## src/rtl/uart_rom_loader.sv

```systemverilog
// uart_rom_loader: boot-time program loader for the instruction ROM.
// Receives a framed image over UART (8N1, LSB first) and writes it word by
// word into the ROM write port. The core is held in reset until the whole
// image has been written and its 8-bit checksum matches.
//
// Frame: 0xA5 | LEN_LO | LEN_HI | LEN x 32-bit words (little-endian) | CHK
// CHK is the mod-256 sum of the two LEN bytes and every data byte.
//
// Ports:
//   clk        system clock
//   rstn       synchronous active-low reset
//   uart_rx    asynchronous serial input, idles high
//   rom_we     ROM write strobe, one cycle per word
//   rom_waddr  ROM byte address (word aligned)
//   rom_wdata  ROM write data
//   core_rstn  active-low reset to the core, released after a good load
//   busy       frame reception in progress
//   load_done  image loaded and checksum OK (sticky until rstn)
//   load_err   frame or checksum error (cleared by the next sync byte)
module uart_rom_loader #(
    parameter int          CLKS_PER_BIT = 434,
    parameter int          ROM_DEPTH    = 4096,
    parameter logic [31:0] BASE_ADDR    = 32'h0000_0000
) (
    input  logic        clk,
    input  logic        rstn,
    input  logic        uart_rx,
    output logic        rom_we,
    output logic [31:0] rom_waddr,
    output logic [31:0] rom_wdata,
    output logic        core_rstn,
    output logic        busy,
    output logic        load_done,
    output logic        load_err
);

    localparam int CW = $clog2(CLKS_PER_BIT) + 1;
    // One extra bit so that LEN == ROM_DEPTH still fits in the word index.
    localparam int IW = $clog2(ROM_DEPTH) + 1;
    localparam logic [CW-1:0] HALF_M1 = CW'(CLKS_PER_BIT / 2 - 1);
    localparam logic [CW-1:0] FULL_M1 = CW'(CLKS_PER_BIT - 1);

    // ------------------------------------------------------------------
    // RX front end
    // ------------------------------------------------------------------
    typedef enum logic [1:0] {R_IDLE, R_START, R_DATA, R_STOP} rx_state_t;

    rx_state_t     r_state, r_nx;
    logic          rx_s1, rx_s2, rx_d;
    logic [CW-1:0] cnt;
    logic [2:0]    bit_idx;
    logic [7:0]    sh;
    logic          rx_valid, rx_ferr;
    logic          tick;

    // Start phase waits half a bit so later samples land mid-bit.
    assign tick = (r_state == R_START) ? (cnt == HALF_M1) : (cnt == FULL_M1);

    always_comb begin
        r_nx = r_state;
        case (r_state)
            R_IDLE:  if (rx_d && !rx_s2) r_nx = R_START;
            // Line back high at mid start bit means a glitch, not a byte.
            R_START: if (tick) r_nx = rx_s2 ? R_IDLE : R_DATA;
            R_DATA:  if (tick && bit_idx == 3'd7) r_nx = R_STOP;
            R_STOP:  if (tick) r_nx = R_IDLE;
            default: r_nx = R_IDLE;
        endcase
    end

    always_ff @(posedge clk) begin
        if (!rstn) begin
            rx_s1    <= 1'b1;
            rx_s2    <= 1'b1;
            rx_d     <= 1'b1;
            r_state  <= R_IDLE;
            cnt      <= '0;
            bit_idx  <= '0;
            sh       <= '0;
            rx_valid <= 1'b0;
            rx_ferr  <= 1'b0;
        end else begin
            rx_s1    <= uart_rx;
            rx_s2    <= rx_s1;
            rx_d     <= rx_s2;
            r_state  <= r_nx;
            rx_valid <= 1'b0;
            rx_ferr  <= 1'b0;
            cnt      <= (r_state == R_IDLE || tick) ? '0 : cnt + 1'b1;
            if (r_state == R_START) bit_idx <= '0;
            if (r_state == R_DATA && tick) begin
                sh      <= {rx_s2, sh[7:1]};
                bit_idx <= bit_idx + 1'b1;
            end
            if (r_state == R_STOP && tick) begin
                rx_valid <= rx_s2;
                rx_ferr  <= !rx_s2;
            end
        end
    end

    // ------------------------------------------------------------------
    // Frame FSM
    // ------------------------------------------------------------------
    typedef enum logic [2:0] {
        S_SYNC, S_LEN0, S_LEN1, S_DATA, S_CHKS, S_DONE, S_ERR
    } state_t;

    state_t        state, state_nx;
    logic [15:0]   len;
    logic [15:0]   len_full;
    logic [IW-1:0] idx;
    logic [7:0]    sum;
    logic [23:0]   word;
    logic [1:0]    byte_cnt;
    logic          last_word;

    assign len_full  = {sh, len[7:0]};
    assign last_word = (32'(idx) + 32'd1) == {16'h0, len};

    always_comb begin
        state_nx = state;
        if (rx_ferr && state != S_SYNC && state != S_DONE) begin
            state_nx = S_ERR;
        end else if (rx_valid) begin
            case (state)
                S_SYNC, S_ERR: if (sh == 8'hA5) state_nx = S_LEN0;
                S_LEN0:        state_nx = S_LEN1;
                S_LEN1: begin
                    if ({16'h0, len_full} > 32'(ROM_DEPTH)) state_nx = S_ERR;
                    else if (len_full == 16'h0)             state_nx = S_CHKS;
                    else                                    state_nx = S_DATA;
                end
                S_DATA:        if (byte_cnt == 2'd3 && last_word) state_nx = S_CHKS;
                S_CHKS:        state_nx = (sh == sum) ? S_DONE : S_ERR;
                default:       state_nx = state;
            endcase
        end
    end

    assign busy      = (state == S_LEN0) || (state == S_LEN1) ||
                       (state == S_DATA) || (state == S_CHKS);
    assign load_done = (state == S_DONE);
    assign load_err  = (state == S_ERR);

    always_ff @(posedge clk) begin
        if (!rstn) begin
            state     <= S_SYNC;
            len       <= '0;
            idx       <= '0;
            sum       <= '0;
            word      <= '0;
            byte_cnt  <= '0;
            rom_we    <= 1'b0;
            rom_waddr <= BASE_ADDR;
            rom_wdata <= '0;
            core_rstn <= 1'b0;
        end else begin
            state     <= state_nx;
            rom_we    <= 1'b0;
            // Registered from the state so the core sees release only
            // after DONE has been entered, never before.
            core_rstn <= (state == S_DONE);
            if (rx_valid) begin
                case (state)
                    S_SYNC, S_ERR: begin
                        if (sh == 8'hA5) begin
                            sum      <= '0;
                            idx      <= '0;
                            byte_cnt <= '0;
                        end
                    end
                    S_LEN0: begin
                        len[7:0] <= sh;
                        sum      <= sum + sh;
                    end
                    S_LEN1: begin
                        len[15:8] <= sh;
                        sum       <= sum + sh;
                    end
                    S_DATA: begin
                        sum      <= sum + sh;
                        byte_cnt <= byte_cnt + 1'b1;
                        case (byte_cnt)
                            2'd0: word[7:0]   <= sh;
                            2'd1: word[15:8]  <= sh;
                            2'd2: word[23:16] <= sh;
                            default: begin
                                rom_we    <= 1'b1;
                                rom_wdata <= {sh, word};
                                rom_waddr <= BASE_ADDR + (32'(idx) << 2);
                                idx       <= idx + 1'b1;
                            end
                        endcase
                    end
                    default: ;
                endcase
            end
        end
    end

endmodule
```

## config.mk

```make
export PLATFORM = sky130hd
export DESIGN_NAME = uart_rom_loader
export DESIGN_NICKNAME = d
export VERILOG_FILES = /design/src/rtl/uart_rom_loader.sv
export SDC_FILE = /design/constraint.sdc
export NUM_CORES = 1
export LEC_CHECK = 0
export BUFFER_PORTS_ARGS = -buffer_cell sky130_fd_sc_hd__buf_2
export CAP_MARGIN = 20
export CORE_MARGIN = 4
export CORE_UTILIZATION = 50
export CTS_BUF_LIST = sky130_fd_sc_hd__clkbuf_8
export DETAILED_ROUTE_END_ITERATION = 10
export PLACE_DENSITY = 0.7
export SETUP_SLACK_MARGIN = 0.3
export SLEW_MARGIN = 20
export SYNTH_ARGS = -nofsm -noshare
export SYNTH_HDL_FRONTEND = slang
export SYNTH_SLANG_ARGS = --single-unit
```

## constraint.sdc

```tcl
create_clock -name clk -period 6.86 [get_ports clk]
set_input_delay 0.686 -clock clk [delete_from_list [all_inputs] [get_ports clk]]
set_output_delay 0.686 -clock clk [all_outputs]
set_load 0.02 [all_outputs]
```

==> results.yml, run 1 <==
critical_path:
  setup.worst_path.class: "flip-flop to flip-flop"
  critical_path.startpoint_type: "flip-flop"
  cp-end-kind: "flip-flop"
  crit_path_max_fanout: 14
  r2r-start: "sh[7]"
  worst_setup_path_startpoint: "sh[7]"
  required_time_at_the_endpoint_of_the_critical_path_ps: 7190
  critical_path_arrival_ps: 3300
logic_synthesis:
  synth_top_flop_cell: "sky130_fd_sc_hd__dfxtp_1"
  post_synth_mux_area_share_pct: 1.755
  synth-async-reset-ratio_pct: 0
  cell_types_occupying_the_most_area_after_synthesis: "sky130_fd_sc_hd__dfxtp_1, sky130_fd_sc_hd__nand2_1, sky130_fd_sc_hd__a21boi_0"
  synthXorXnorAreaFrac_pct: 3.199
  post_synth_instance_area_um2: 6845
  synth_edf_count: 0
  number_of_warning_messages_in_the_yosys_log: 0
  yosys.area.top_type_share_pct: 41.24
  ys_types: 67
  post_synth_inst_count: 841
  avgSynthCellArea_um2: 8.139
  post_synth_and_or_nand_nor_area_fraction_pct: 26.32
  synth_seq_cells: 141
  seq_area_frac_synth_pct: 41.24
  synth_compound_area_share_pct: 18.02
  adder_cell_area_share_of_the_yosys_netlist_pct: 3.034
  synth_top_family_by_area: "simple AND/OR/NAND/NOR gates"
  yosysTopAreaCell: "sky130_fd_sc_hd__dfxtp_1"
clock_network:
  cts_resized: 0
  cts_hold_buf: 0
  clock_tree.buffer_depth: 2
  clock-root-buffer: "sky130_fd_sc_hd__clkbuf_8"
  cts_setup_buffers: 0
  clkTransAtPathRegs_ps: 70
  cts_inserted_buffers: 17
  clock_insertion_delay_worst_skew_ps: 450
  cts_tree: "done"
  cts_htree_levels: 4
  numClockSinks: 141
power:
  irDropWorstVdd_mv: 0.1555
  static-leakage-power_nw: 2.740
  comb_power_share_pct: 2.1
  internal-power_mw: 1.197
  share_clk_of_total_power_pct: 43.6
  p_seq_share_pct: 54.3
  p_per_area_nw_per_um2: 202.9
  power_switching_mw: 0.3144
  switching_share_pct: 20.80
timing:
  tightest_slew_ps: 874.5
  max_freq_mhz: 337.4
  timing.final.crit_share_pct: 43.21
  skew_ps: 9.055
  final_max_slew_viol_count: 0
  timing.final.crit_period_ps: 2964
  relSlewSlack_pct: 41.70
  tightest_hold_margin_ps: 408.5
  final-hold-violation-count: 0
  setup_viol: 0
  unrepaired_setup_endpoints_after_global_routing: "no"
  setup_total_negative_slack_ps: 0
place:
  gp_congestion: 0.8806
  portBuffers: 52
  detailedPlacementHpwl_mm: 9.844
  placed_area_um2: 7053
floorplanning:
  pin_count: 72
  core_um2: 13350
  rows: 42
  dieArea_um2: 15630
  die_height_um: 125.0
  start_util_pct: 51.28
  die_w_um: 125.0
global_route:
  grtUsageMet2_pct: 31.67
  first_global_vias: 5212
  grt-busiest-layer: "met2"
  grt_antenna_before_repair: 0
  global_route.usage.met1_pct: 25.15
  grt_util_all_layers_pct: 19.25
  grt_first_pass_wirelength_mm: 25.25
  largest_net_degree_at_the_start_of_global_routing: 110
  fraction_of_met3_tracks_used_by_global_routing_pct: 4.819
  grt_remaining_overflow: 0
detailed_routing:
  drtIter0Drc: 365
  detail_route.drc_violations: 0
  drt-vias-per-instance: 5.306
  dr.pass1.iters: 4
  routedWlPerCell_um: 14.03
  detail_route.wirelength_mm: 14.62
  routed_antenna_nets: 0
  number_of_vias_in_the_routed_layout: 5529
final_layout:
  layout.cells.most_common_list: "sky130_fd_sc_hd__nand2_1, sky130_fd_sc_hd__dfxtp_1, sky130_fd_sc_hd__a21boi_0"
  areaGrowthSynthToFinish_pct: 8.847
  most_common_cell_after_layout_fill_and_taps_aside: "sky130_fd_sc_hd__nand2_1"
  drive_gt1_share_pct: 11.66
  fin_nets: 875
  diodes: 0
  final_cell_area_um2: 7451
worst_hold_path:
  hold_start: "rx_s1"
  min_path_type: "flip-flop to flip-flop"
flow_run:
  maxCapViolCount: 0
status:
  status: "finished, final reports clean"
## registers in the layout, summed over array words and instances, names as in the netlist, named ones only
signal,cells
sum,8
rx_s1,1
rx_ferr,1
rom_we,1
byte_cnt,2
core_rstn,1
bit_idx,3
rx_s2,1
sh,8
rom_waddr,13
idx,13
cnt,10
state,3
len,16
r_state,1
rom_wdata,32
word,24
rx_d,1
rx_valid,1
## Yosys cell counts, drive strengths merged, types with 15 or more instances
library cell  count
inv              16
nand2           196
dfxtp           141
o21ai            20
nor3             20
a21boi           91
nand3            44
nor2             33
nor2b            34
clkbuf           48
buf              29
ha               15
xnor2            17
a21oi            23
## layer usage
layer | up-vias | share of wire (%)
met3 | 18 | 4.9
met1 | 2546 | 47
met5 | - | 0
met4 | 0 | 1.2
met2 | 120 | 47
li1 | 2845 | -
## power groups by stage
stage	registers [mW]	clock network, mW	logic, mW
after floorplan	0.839	0	0.0360
after global placement	0.839	0	0.0317
after detailed placement	0.839	0	0.0316
after CTS	0.820	0.676	0.0316
after global routing	0.820	0.712	0.0345
final	0.820	0.659	0.0317
## cells by family (layout without fill, tap and decap cells)
group,Yosys count,in the layout
DFF,141,141
AOI/OAI and AO/OA,172,172
muxes,12,12
xor gates and xnor gates,25,25
and+or+nand+nor,381,381
buffers and inverters,93,100
other,1,19
adders and majority gates,16,16
## area by class of cell
type,instances,area [µm²]
multi-input combinational,625,3676
clock inverter,10,125.1
fill,1258,5897
sequential,141,2823
tap,176,220.2
timing repair buffer,55,285.3
inverter,16,60.06
clock buffer,19,261.5
## worst max-delay path: stages, from the launching register on
cell and delay (ps):
sky130_fd_sc_hd__dfxtp_1 620, sky130_fd_sc_hd__nor4bb_1 560, sky130_fd_sc_hd__a2111oi_2 210, sky130_fd_sc_hd__nand2b_1 240
sky130_fd_sc_hd__nor2_1 680, sky130_fd_sc_hd__o21ai_0 230, sky130_fd_sc_hd__a22oi_1 240, sky130_fd_sc_hd__nor2b_1 70
## final timing paths
| check | slack, ps | cells past startpoint | to |
|---|---|---|---|
| setup / recovery | 3900 | 7 | idx[8] |
| hold / removal | 410 | 1 | rx_s2 |
| setup reg to reg | 3900 | 7 | idx[8] |
| hold reg to reg | 410 | 1 | rx_s2 |
## per-stage QoR
step	std cells	total power, mW	util, %	worst slack (ps)
after floorplan	859	0.8748	-	4296
after global routing	1042	1.567	55.82	3679
after global placement	1013	0.8708	52.84	3920
final	1042	1.511	55.82	3896
after detailed placement	1013	0.8707	52.84	3795
after CTS	1042	1.527	55.74	3750
No activity file was read; power rests on OpenSTA's default activity.
==> run 2, diff against run 1 <==
--- a/config.mk
+++ b/config.mk
@@ -11,7 +11,7 @@
 export CORE_UTILIZATION = 50
 export CTS_BUF_LIST = sky130_fd_sc_hd__clkbuf_8
 export DETAILED_ROUTE_END_ITERATION = 10
-export PLACE_DENSITY = 0.7
+export PLACE_DENSITY = 0.72
 export SETUP_SLACK_MARGIN = 0.3
 export SLEW_MARGIN = 20
 export SYNTH_ARGS = -nofsm -noshare
==> constraint.sdc (replaced) <==
create_clock -name clk -period 2.47 [get_ports clk]
set_input_delay 0.247 -clock clk [delete_from_list [all_inputs] [get_ports clk]]
set_output_delay 0.247 -clock clk [all_outputs]
set_load 0.02 [all_outputs]
==> results.yml, run 2 (synthesis gave the netlist of run 1 again) <==
flow_run:
  maxCapViolCount: 0
worst_hold_path:
  min_path_type: "input port to flip-flop"
clock_network:
  cts_htree_levels: 4
  clkTransAtPathRegs_ps: 80
  numClockSinks: 141
  clock_tree.buffer_depth: 2
  clock_insertion_delay_worst_skew_ps: 460
  clock-root-buffer: "sky130_fd_sc_hd__clkbuf_8"
  cts_inserted_buffers: 17
  cts_tree: "done"
final_layout:
  post-route-util_pct: 60.35
  reg_top3: "rom_wdata x32, word x24, len x16"
  diodes: 0
  fin_nets: 925
  layout.area.seq_um2: 2850
  areaGrowthSynthToFinish_pct: 17.68
  largest_reg_flops: 32
  layout.cells.most_common_list: "sky130_fd_sc_hd__nand2_1, sky130_fd_sc_hd__dfxtp_1, sky130_fd_sc_hd__a21boi_0"
  layoutNonFillerInstCount: 1095
  multi_input_area_um2: 3825
  max_flop_register: "rom_wdata"
  fill_cells: 1180
  most_common_cell_after_layout_fill_and_taps_aside: "sky130_fd_sc_hd__nand2_1"
  drive_gt1_share_pct: 20.46
critical_path:
  crit_path_max_fanout: 9
  critical_path_arrival_ps: 2690
  required_time_at_the_endpoint_of_the_critical_path_ps: 2860
  setup.worst_path.class: "flip-flop to flip-flop"
  cp-end-kind: "flip-flop"
  critical_path.startpoint_type: "flip-flop"
status:
  status: "finished, final reports clean"
floorplanning:
  core_um2: 13350
  pin_count: 72
  rows: 42
  die_w_um: 125.0
  die_height_um: 125.0
  start_util_pct: 51.28
  dieArea_um2: 15630
detailed_routing:
  detail_route.wirelength_mm: 15.83
  number_of_vias_in_the_routed_layout: 5850
  dr.pass1.iters: 6
  drt-vias-per-instance: 5.342
  drtIter0Drc: 518
  detail_route.drc_violations: 0
  routed_antenna_nets: 0
  routedWlPerCell_um: 14.46
timing:
  setup_viol: 0
  setup_total_negative_slack_ps: 0
  timing.final.crit_share_pct: 92.97
  skew_ps: 12.80
  timing.final.crit_period_ps: 2296
  relSlewSlack_pct: 63.40
  final_max_slew_viol_count: 0
  tightest_slew_ps: 548.3
  max_freq_mhz: 435.5
  unrepaired_setup_endpoints_after_global_routing: "yes"
  final-hold-violation-count: 0
global_route:
  grt_util_all_layers_pct: 19.82
  grt_first_pass_wirelength_mm: 25.79
  largest_net_degree_at_the_start_of_global_routing: 96
  first_global_vias: 5285
  grt_remaining_overflow: 0
  grt_antenna_before_repair: 0
power:
  static-leakage-power_nw: 3.020
  power_switching_mw: 0.9592
  p_seq_share_pct: 54.3
  comb_power_share_pct: 2.2
  p_per_area_nw_per_um2: 519.0
  switching_share_pct: 22.94
  share_clk_of_total_power_pct: 43.5
  irDropWorstVdd_mv: 0.4281
  internal-power_mw: 3.222
place:
  detailedPlacementHpwl_mm: 10.50
  placedCellCount: 1044
  gp_congestion: 0.8980
  portBuffers: 52
[run 2: cell types whose count changed in the layout (fill, tap and decap cells not counted), sizes merged]
cell,previous run,this run
inv,18,17
buf,55,102
dlygate4sd3,0,1
clkinv,4,9
nand2,196,197
bufinv,3,2
clkinvlp,1,2
[run 2: worst paths after layout]
path | start | end | slack [ps] | cells after the start
worst min-delay path | rstn | rx_d | 170 | 2
worst min register to register | rx_s1 | rx_s2 | 410 | 1
worst max-delay path | idx[4] | state[0] | 170 | 7
worst max register to register | idx[4] | state[0] | 170 | 7
[run 2: layout make-up]
type	count	area share [%]
clock buffers	18	3.075
clock inverters	14	1.802
inverters	16	0.7456
multi-input cells	626	47.48
flip-flops and latches	141	35.38
well taps	176	2.734
repair buffers	104	8.776
[run 2: worst max-delay path: stages, from the launching register on]
cell and delay [ps]:
sky130_fd_sc_hd__dfxtp_4 370, sky130_fd_sc_hd__nand3_4 120, sky130_fd_sc_hd__or4_4 560, sky130_fd_sc_hd__or3_1 300
sky130_fd_sc_hd__and3_1 150, sky130_fd_sc_hd__a2111o_1 330, sky130_fd_sc_hd__a221oi_2 250, sky130_fd_sc_hd__a2bb2oi_2 150
[run 2: layer usage]
metal | wire [µm] | vias to the layer above | share of wire (%) | track usage [%]
met2 | 7433 | 131 | 47 | 31.54
met4 | 228 | 0 | 1.4 | 6.824
met3 | 750 | 28 | 4.7 | 4.435
met5 | 0 | - | 0 | 0
li1 | - | 2958 | - | -
met1 | 7419 | 2733 | 47 | 26.74
[run 2: per-stage QoR]
| stage | total power [mW] | area (µm²) | setup WS, ps | hold WS [ps] |
|---|---|---|---|---|
| 2_1_floorplan | 2.428 | 6978 | 249.5 | 348.5 |
| 3_3_place_gp | 2.418 | 7362 | 144.8 | 390.3 |
| 3_5_place_dp | 2.418 | 7362 | 84.46 | 392.5 |
| 4_1_cts | 4.216 | 7848 | 162.3 | 159.8 |
| 5_1_grt | 4.330 | 8055 | 114.7 | 180.2 |
| 6_report | 4.181 | 8055 | 173.7 | 174.7 |
[run 2: what timing repair did]
action                                  CTS  global route
gates resized for setup                  15            35
endpoints found under the hold margin     1             0
hold buffers                              1             0
pin swaps                                 5            12
cloned                                    0             2
setup buffers                             6            10
endpoints found under the setup margin   30            72
[run 2: power by group through the flow]
stage | combinational (mW) | clock, mW | sequential [mW]
2_1_floorplan | 0.0999 | 0 | 2.33
3_3_place_gp | 0.0892 | 0 | 2.33
3_5_place_dp | 0.0887 | 0 | 2.33
5_1_grt | 0.0977 | 1.96 | 2.27
4_1_cts | 0.0897 | 1.85 | 2.27
6_report | 0.0901 | 1.82 | 2.27
==> run 3, diff against run 2 <==
--- a/config.mk
+++ b/config.mk
@@ -5,13 +5,14 @@
 export SDC_FILE = /design/constraint.sdc
 export NUM_CORES = 1
 export LEC_CHECK = 0
-export BUFFER_PORTS_ARGS = -buffer_cell sky130_fd_sc_hd__buf_2
 export CAP_MARGIN = 20
+export CORE_ASPECT_RATIO = 1.1
 export CORE_MARGIN = 4
 export CORE_UTILIZATION = 50
 export CTS_BUF_LIST = sky130_fd_sc_hd__clkbuf_8
 export DETAILED_ROUTE_END_ITERATION = 10
-export PLACE_DENSITY = 0.72
+export DONT_BUFFER_PORTS = 1
+export PLACE_DENSITY = 0.68
 export SETUP_SLACK_MARGIN = 0.3
 export SLEW_MARGIN = 20
 export SYNTH_ARGS = -nofsm -noshare
==> results.yml, run 3 (synthesis gave the netlist of run 1 again) <==
timing:
  final-hold-violation-count: 0
  timing.final.crit_period_ps: 2311
  setup_total_negative_slack_ps: 0
  tightest_slew_ps: 508.9
  relSlewSlack_pct: 65.83
  final_max_slew_viol_count: 0
  skew_ps: 13.40
  timing.final.crit_share_pct: 93.55
  max_freq_mhz: 432.8
  setup_viol: 0
  unrepaired_setup_endpoints_after_global_routing: "yes"
  tightest_hold_margin_ps: 53.19
final_layout:
  drive_gt1_share_pct: 16.06
  areaGrowthSynthToFinish_pct: 16.29
  reg_top3: "rom_wdata x32, word x24, len x16"
  fill_cells: 1190
  diodes: 0
  largest_reg_flops: 32
  layout.cells.most_common_list: "sky130_fd_sc_hd__nand2_1, sky130_fd_sc_hd__dfxtp_1, sky130_fd_sc_hd__a21boi_0"
  most_common_cell_after_layout_fill_and_taps_aside: "sky130_fd_sc_hd__nand2_1"
  fin_nets: 879
  max_flop_register: "rom_wdata"
  layout.area.seq_um2: 2850
  multi_input_area_um2: 3832
critical_path:
  critical_path.startpoint_type: "flip-flop"
  crit_path_cell_trace: "ha_4 -> xor2_1 -> or4_1 -> a211oi_2 -> nand4_1 -> a2111o_1 -> a221oi_2 -> a2bb2oi_2"
  cp-end-kind: "flip-flop"
  critPathSlowestCell: "sky130_fd_sc_hd__or4_1"
  cp_slowest_stage_delay_ps: 420
  critical_path_arrival_ps: 2710
  critPathBufInv: 0
  required_time_at_the_endpoint_of_the_critical_path_ps: 2870
  setup.worst_path.class: "flip-flop to flip-flop"
  crit_path_max_fanout: 2
  r2r_slack_ps: 160
  cp_top_family: "compound AO/OA/AOI/OAI gates"
power:
  irDropWorstVdd_mv: 0.3556
  internal-power_mw: 3.562
  static-leakage-power_nw: 2.806
  comb_power_share_pct: 2.0
  p_per_area_nw_per_um2: 569.4
  power_switching_mw: 0.9705
  switching_share_pct: 21.41
  p_seq_share_pct: 50.1
  share_clk_of_total_power_pct: 47.9
global_route:
  first_global_vias: 5205
  grt_antenna_before_repair: 0
  grt_remaining_overflow: 0
  grt_first_pass_wirelength_mm: 25.87
  grt_util_all_layers_pct: 20.67
  largest_net_degree_at_the_start_of_global_routing: 131
place:
  detailedPlacementHpwl_mm: 10.96
  portBuffers: 0
  gp_congestion: 0.8241
detailed_routing:
  detail_route.wirelength.met1_mm: 7.373
  dr.max_layer_used: "met4"
  routed_antenna_nets: 0
  dr.pass1.iters: 5
  detail_route.wirelength_mm: 16.75
  routedWlPerCell_um: 15.86
  number_of_vias_in_the_routed_layout: 5739
  met3RoutedLength_um: 808
  detail_route.drc_violations: 0
  drtIter0Drc: 380
  routed-wl-met2_mm: 8.091
  drt-vias-per-instance: 5.435
clock_network:
  clock-root-buffer: "sky130_fd_sc_hd__clkbuf_8"
  clock_tree.buffer_depth: 2
  clock_insertion_delay_worst_skew_ps: 460
  cts_tree: "done"
  numClockSinks: 141
  clkTransAtPathRegs_ps: 80
  cts_inserted_buffers: 17
  cts_htree_levels: 4
flow_run:
  maxCapViolCount: 0
floorplanning:
  pin_count: 72
  die_w_um: 119.6
  core_um2: 13320
  start_util_pct: 51.38
  die_height_um: 130.7
  rows: 44
  dieArea_um2: 15630
worst_hold_path:
  min_path_type: "input port to flip-flop"
status:
  status: "finished, final reports clean"
run 3: cell count changes in the layout (fill, tap and decap cells not counted), sizes merged:
cell / before / now
clkbuf: 19 / 20
dlygate4sd3: 1 / 2
clkinv: 9 / 1
inv: 17 / 20
nand2: 197 / 196
bufinv: 2 / 5
buf: 102 / 56
run 3: power groups by stage:
stage          clock, mW  sequential (mW)  combinational (mW)
4_1_cts             2.20             2.27              0.0897
3_5_place_dp           0             2.33              0.0562
3_3_place_gp           0             2.33              0.0559
5_1_grt             2.30             2.27              0.0987
2_1_floorplan          0             2.33              0.0999
6_report            2.17             2.27              0.0907
run 3: area by class of cell:
cell class                 count  area share, %
clock inverter                12          2.578
multi-input combinational    625          48.15
clock buffer                  19          3.285
tap                          184          2.892
timing repair buffer          59          6.539
sequential                   141          35.81
inverter                      16         0.7545
run 3: layer usage:
| metal | up-vias | track usage (%) |
|---|---|---|
| li1 | 2863 | - |
| met1 | 2686 | 25.96 |
| met2 | 154 | 34.31 |
| met3 | 36 | 4.649 |
| met4 | 0 | 9.367 |
| met5 | - | 0 |
run 3: worst paths after layout:
path	depth (start not counted)	startpoint	endpoint
worst min-delay path	3	rstn	state[0]
worst min register to register	1	rx_s1	rx_s2
worst max register to register	8	idx[1]	state[0]
worst max-delay path	8	idx[1]	state[0]
run 3: tightest hold or removal path, stage by stage:
cell                        delay (ps)
sky130_fd_sc_hd__nand2_1            60
sky130_fd_sc_hd__a221oi_2           40
sky130_fd_sc_hd__a2bb2oi_2         120
run 3: repair_timing:
item	4_1_cts	5_1_grt
hold endpoints to repair	130	0
gates cloned	0	2
endpoints found under the setup margin	46	92
buffers inserted	8	11
hold buffers	3	0
pin swaps	9	12
gates resized for setup	17	27
run 3: through the flow:
stage | power (mW) | instances | setup WS [ps] | util (%) | area [µm²]
floorplan | 2.428 | 859 | 249.5 | - | 6978
global placement | 2.385 | 1001 | 144.6 | 53.42 | 7117
detailed placement | 2.386 | 1001 | 67.73 | 53.42 | 7117
CTS | 4.566 | 1043 | 108.8 | 58.06 | 7735
global route | 4.673 | 1056 | 73.41 | 59.75 | 7960
finish | 4.533 | 1056 | 159.3 | 59.75 | 7960
